**src/rtl/core_rst_seq.sv**
```systemverilog
// Core reset sequencer: holds the core in reset for a minimum time, captures the
// boot vector on release, and drains bus traffic (with timeout) before re-asserting.
module core_rst_seq #(
   parameter int XLEN            = 32,
   parameter int HOLD_CYCLES     = 16,
   parameter int QUIESCE_TIMEOUT = 256
) (
   input  logic            clk,
   input  logic            rst,
   input  logic            rstn_req,
   input  logic [XLEN-1:0] bootvec_in,
   input  logic            quiesce_ack,
   output logic            core_rstn,
   output logic [XLEN-1:0] core_bootvec,
   output logic            quiesce_req,
   output logic            timeout_flag,
   output logic [1:0]      state_o
);

   localparam int HW = $clog2(HOLD_CYCLES + 1);
   localparam int TW = $clog2(QUIESCE_TIMEOUT);
   localparam logic [HW-1:0] HOLD_MAX = HW'(HOLD_CYCLES);
   localparam logic [TW-1:0] TMO_LAST = TW'(QUIESCE_TIMEOUT - 1);

   typedef enum logic [1:0] {
      IN_RST = 2'd0,
      RUN    = 2'd1,
      DRAIN  = 2'd2,
      UNUSED = 2'd3
   } state_t;

   state_t          state, state_n;
   logic [HW-1:0]   hold_cnt, hold_n;
   logic [TW-1:0]   tmo_cnt, tmo_n;
   logic            rstn_n, qreq_n, tf_n;
   logic [XLEN-1:0] bv_n;

   always_ff @(posedge clk) begin
      if (rst) begin
         state        <= IN_RST;
         hold_cnt     <= '0;
         tmo_cnt      <= '0;
         core_rstn    <= 1'b0;
         core_bootvec <= '0;
         quiesce_req  <= 1'b0;
         timeout_flag <= 1'b0;
      end else begin
         state        <= state_n;
         hold_cnt     <= hold_n;
         tmo_cnt      <= tmo_n;
         core_rstn    <= rstn_n;
         core_bootvec <= bv_n;
         quiesce_req  <= qreq_n;
         timeout_flag <= tf_n;
      end
   end

   always_comb begin
      state_n = state;
      hold_n  = hold_cnt;
      tmo_n   = tmo_cnt;
      rstn_n  = core_rstn;
      bv_n    = core_bootvec;
      qreq_n  = quiesce_req;
      tf_n    = timeout_flag;
      unique case (state)
         IN_RST: begin
            rstn_n = 1'b0;
            qreq_n = 1'b0;
            if (hold_cnt != HOLD_MAX) hold_n = hold_cnt + 1'b1;
            if (hold_cnt == HOLD_MAX && rstn_req) begin
               state_n = RUN;
               rstn_n  = 1'b1;
               bv_n    = bootvec_in;
            end
         end
         RUN: begin
            rstn_n = 1'b1;
            qreq_n = 1'b0;
            if (!rstn_req) begin
               state_n = DRAIN;
               qreq_n  = 1'b1;
               tmo_n   = '0;
            end
         end
         DRAIN: begin
            // Committed once entered: rstn_req is not looked at here; ack beats timeout.
            rstn_n = 1'b1;
            qreq_n = 1'b1;
            tmo_n  = tmo_cnt + 1'b1;
            if (quiesce_ack || tmo_cnt == TMO_LAST) begin
               state_n = IN_RST;
               rstn_n  = 1'b0;
               qreq_n  = 1'b0;
               hold_n  = '0;
               tmo_n   = '0;
               if (!quiesce_ack) tf_n = 1'b1;
            end
         end
         default: begin
            state_n = IN_RST;
            rstn_n  = 1'b0;
            qreq_n  = 1'b0;
            hold_n  = '0;
            tmo_n   = '0;
         end
      endcase
   end

   assign state_o = state;

endmodule

```
**config.mk**
```make
export PLATFORM = sky130hd
export DESIGN_NAME = core_rst_seq
export DESIGN_NICKNAME = d
export VERILOG_FILES = /design/src/rtl/core_rst_seq.sv
export SDC_FILE = /design/constraint.sdc
export NUM_CORES = 1
export LEC_CHECK = 0
export ABC_AREA = 1
export BUFFER_PORTS_ARGS = -buffer_cell sky130_fd_sc_hd__buf_4
export CAP_MARGIN = 20
export CORE_MARGIN = 2
export CORE_UTILIZATION = 30
export CTS_BUF_LIST = sky130_fd_sc_hd__clkbuf_8 sky130_fd_sc_hd__clkbuf_16
export CTS_CLUSTER_SIZE = 8
export DETAILED_ROUTE_END_ITERATION = 12
export PLACE_DENSITY = 0.63
export SLEW_MARGIN = 30
export SYNTH_ARGS = -nofsm -noshare
export SYNTH_HDL_FRONTEND = slang
export SYNTH_SLANG_ARGS = --single-unit
```
**constraint.sdc**
```tcl
create_clock -name clk -period 4.3 [get_ports clk]
set_input_delay 0.645 -clock clk [delete_from_list [all_inputs] [get_ports clk]]
set_output_delay 0.645 -clock clk [all_outputs]
set_load 0.005 [all_outputs]
```
======== Word level (Yosys, flattened, before mapping) ========
Cells that the tools add are included.
word-level totals
  output and inout port bits .............. 37
  bits of input ports ..................... 36
  register bits ........................... 50
  logic and storage cells ................. 44
cells by class
  bitwise logic cells ..................... 3
  eq/ne operators ......................... 9
  reduce and logical (&&, ||, !) cells .... 8
  muxes and demuxes ....................... 15
  add/sub/neg operators ................... 2
operators by type and width
  operator             count
  $pmux 8 s3           1
  $mux 8               2
  $pmux 5 s3           1
  $mux 5               2
  $reduce_and 3->1     3
  $add 8x1->8 const B  1
  $eq 8x8->1 const B   1
  $ne 2x2->1 const B   4
  $mux 2               3
  $pmux 2 s3           1
  $add 5x1->5 const B  1
  $eq 5x5->1 const B   1
  $ne 5x5->1 const B   1
  $reduce_and 2->1     2
  $mux 1               3
  $not 1->1            3
  $pmux 1 s3           1
  $eq 2x1->1 const B   1
  $eq 2x2->1 const B   1
  $logic_not 2->1      1
  $pmux 1 s2           1
  $logic_and 1x1->1    1
  $logic_or 1x1->1     1

======== Depth between registers and ports, before layout ========
  word-level depth ........................ 4
  mapped depth ............................ 10
  depth with buffers taken out ............ 10

======== Worst setup path before layout ========
No wires, ideal clock.
  path type ............................... register to register
  from .................................... register state[0] (netlist: state_o[0])
  to ...................................... register tmo_cnt[6]
  arrival time ............................ 1325 ps
  clock period less this slack ............ 1442 ps
  data required time ...................... 4183 ps
  setup time .............................. 117 ps
  stages on the path, launching flop included .. 11
  buffers on the path ..................... 0
  path slack .............................. 2858 ps
  cell sequence ........................... dfxtp_1 inv_1 ha_1 inv_1 nand2_1 nor2_1 nand2_1 nor2_1 nand2_1 nand2_1 nor2_1
on the way
  cells in the longest elaborated chain, start to end .. 3
  elaborated cells between the ends (all ways) .. 7
  those cells by class .................... eq/ne (3); mux (1); bitwise (1); reduce/logical (2)
RTL lines
  element                                                   line  source
  start: declaration                                        32    state_t state, state_n;
  start signal: assignment                                  48    state <= state_n;
  $eq 2x1->1 / $logic_not 2->1 (equally long branches)      66    unique case (state)
  $ne 2x2->1 (no line) / $not 1->1 (equally long branches)  n/a
  $reduce_and 2->1 (no line)                                n/a
  end signal: assignment                                    50    tmo_cnt <= tmo_n;
  end: declaration                                          34    logic [TW-1:0] tmo_cnt, tmo_n;
Several ways; a longest one is shown, not always the timed one.
A chain may end at the register's enable or synchronous reset.

======== Final worst setup path ========
  from .................................... register state[0] (netlist: state_o[0])
  to ...................................... register core_bootvec[30]
on the way
  cells in the longest elaborated chain, start to end .. 2
RTL lines
  element                     line  source
  $logic_not 2->1             66
  $reduce_and 2->1 (no line)  n/a
  end signal: assignment      52    core_bootvec <= bv_n;
  end: declaration            14    output logic [XLEN-1:0] core_bootvec,
Every way passes these cells.

==> reports/qor.yml <==
yosys:
  synthesis.area_um2: 2130
  synth_nets: 333
  seq_area_frac_synth: 0.471
  avgSynthCellArea_um2: 7.33
  ys.flop_type: "dfxtp_1"
  ys_ff_latch: 50
  syn_inst: 290
  synth_edf_count: 0
  yosys.cell_types.count: 24
  synthArstFlopShare: 0
  ys.warnings.count: 0
cts:
  cts_tree: "yes"
  cts_resized: 0
  post-cts-setup-buffers: 0
  cts_buffer_depth: 2
  h-tree-depth: 2
  cts.sinks: 50
  numCtsBuffers: 5
  clock_latency_ns: 0.31
  ctsHoldBuffers: 0
  clk_pin_slew_ns: 0.10
  root_buffer: "clkbuf_8"
cells_and_area:
  seq_area_um2: 1000
  diodes: 0
  multiInputGateArea_um2: 956
  final_common_cell: "nor2_1"
  final_util: 0.409
  final_cell_mix: "nor2_1, buf_4, dfxtp_1"
  fin_nets: 401
  drive_above_1_share: 0.245
  fin_area_um2: 2800
  fill_cells: 732
  syn2layout_area_growth_pct: 31.4
routing:
  viasPerCell: 4.44
  drtAntennaViolNets: 0
  routedWlPerCell_um: 10.9
  drt-initial-drc-count: 91
  num_vias: 2018
  first_pass_iters: 6
  routed_wl_um: 4960
  drc: 0
global_route:
  grt_pass1_wl_um: 8270
  grt_use_total: 0.133
  antenna_found_initial: 0
  grt_pass1_vias: 1931
  overflow: 0
  grt_max_degree: 40
setup_path:
  crit_path_start_kind: "flop"
  r2r_cells: 7
  rr_startpoint: "state_o[0]"
  worst_ep_arrival_time_ns: 2.47
  r2r_slack_ns: 2.04
  startpoint: "state_o[0]"
  worstPathRequired_ns: 4.50
  worstSetupEndpointType: "flop"
  crit_type: "flop to flop"
  rr_endpoint: "core_bootvec[30]"
  worstPathMaxFanout: 33
worst_hold_path:
  hold_path_class: "flop to flop"
  whs_path_depth: 1
  min_from: "timeout_flag"
  hold_path_end: "timeout_flag"
power_and_ir_drop:
  ir_worst_vdd_v: 0.000158
  p_leak_nw: 1.35
  cellPowerDensity_nw_per_um2: 308
timing:
  layout_setup_ws_ns: 2.04
  finalClockSkew_ns: 0.0116
  post-route-period-util: 0.527
  final-max-slew-violation-count: 0
  finalSetupTns_ns: 0
  layout_min_cycle_time_ns: 2.26
  setup_violations: 0
  slew_headroom: 0.560
  worst_pin_slew_ns: 0.659
  clock.fmax_mhz: 442
  rsz0062_at_grt: "false"
  hold_viol: 0
job:
  maxCapViolations: 0
place:
  io_buffers: 72
  dp_hpwl_um: 3470
  place_congestion: 0.842
  placed_area_um2: 2710
  pre_cts_slack_ns: 2.08
die:
  die_h_um: 88.2
  coreArea_um2: 6830
  initial_utilization: 0.311
  row_count: 30
  die_x_um: 88.2
  ios: 73
  dieArea_um2: 7780
run_status:
  status: "finished clean"
-- worst max path at each step --
stage	cells after the start	end	slack [ns]
final	7	core_bootvec[30]	2.04
after global routing	7	core_bootvec[30]	1.84
after CTS	7	core_bootvec[30]	2.05
after detailed placement	7	core_bootvec[30]	2.08
after global placement	4	tmo_cnt[5]	2.11
after floorplan	10	tmo_cnt[6]	2.86
-- cells in the mapped netlist (3+ instances only) --
master    instances  share of area
o21ai_0          28          0.066
nand3_1          15          0.035
nor3_1            4         0.0094
ha_1              7          0.041
dfxtp_1          50           0.47
nand2_1          36          0.064
o21ai_1           6          0.014
inv_1            22          0.039
buf_2             4         0.0094
a21oi_1          10          0.024
buf_6             4          0.021
o21bai_1          3          0.011
nor2_1           87           0.15
-- power breakdown --
group	total [W]	switching, W	internal, W
logic	0.0000962	0.0000482	0.0000480
registers	0.000488	0.0000124	0.000476
clock network	0.000277	0.000162	0.000115
total	0.000861	0.000223	0.000639
-- critical path: stages (launching register included) --
cell and delay (ns):
dfxtp_1 0.35, inv_1 0.11, ha_1 0.31, nand3_2 0.14
nor2_4 0.53, inv_2 0.42, nor2_1 0.22, nor2_1 0.07
-- cells by family (layout without fill, tap and decap cells) --
family | Yosys count | count (layout) | share of synthesized area
xor+xnor | 1 | 1 | 0.00412
simple gates | 148 | 148 | 0.284
buf+inv | 35 | 104 | 0.0800
flops | 50 | 50 | 0.471
compound gates | 49 | 49 | 0.121
fa+ha+maj | 7 | 7 | 0.0412
-- stage by stage --
| stage | std cells | hold WS [ns] | total power [W] |
|---|---|---|---|
| after floorplan | 290 | 0.464 | 0.000551 |
| after global placement | 447 | 0.459 | 0.000595 |
| after detailed placement | 447 | 0.463 | 0.000596 |
| after CTS | 455 | 0.486 | 0.000872 |
| after global routing | 455 | 0.500 | 0.000904 |
| final | 455 | 0.481 | 0.000861 |
-- final cells by class --
class,count,share of cell area
well taps,96,0.0430
flip-flops and latches,50,0.358
inverters,24,0.0322
clock buffers,5,0.0246
multi-input cells,205,0.342
clock inverters,3,0.00671
repair buffers,72,0.193
-- layer usage --
metal / GRT usage / vias up / wire (µm)
met2: 0.216 / 59 / 2320
met3: 0.0424 / 11 / 355
met5: 0 / - / 0
li1: - / 1051 / -
met4: 0.0592 / 0 / 125
met1: 0.161 / 897 / 2160
-- flip-flops by register name (all words and copies together) (netlist names) --
register,count
core_bootvec,32
tmo_cnt,8
hold_cnt,5
state_o,2
core_rstn,1
quiesce_req,1
timeout_flag,1
(Power assumes the default switching activity.)
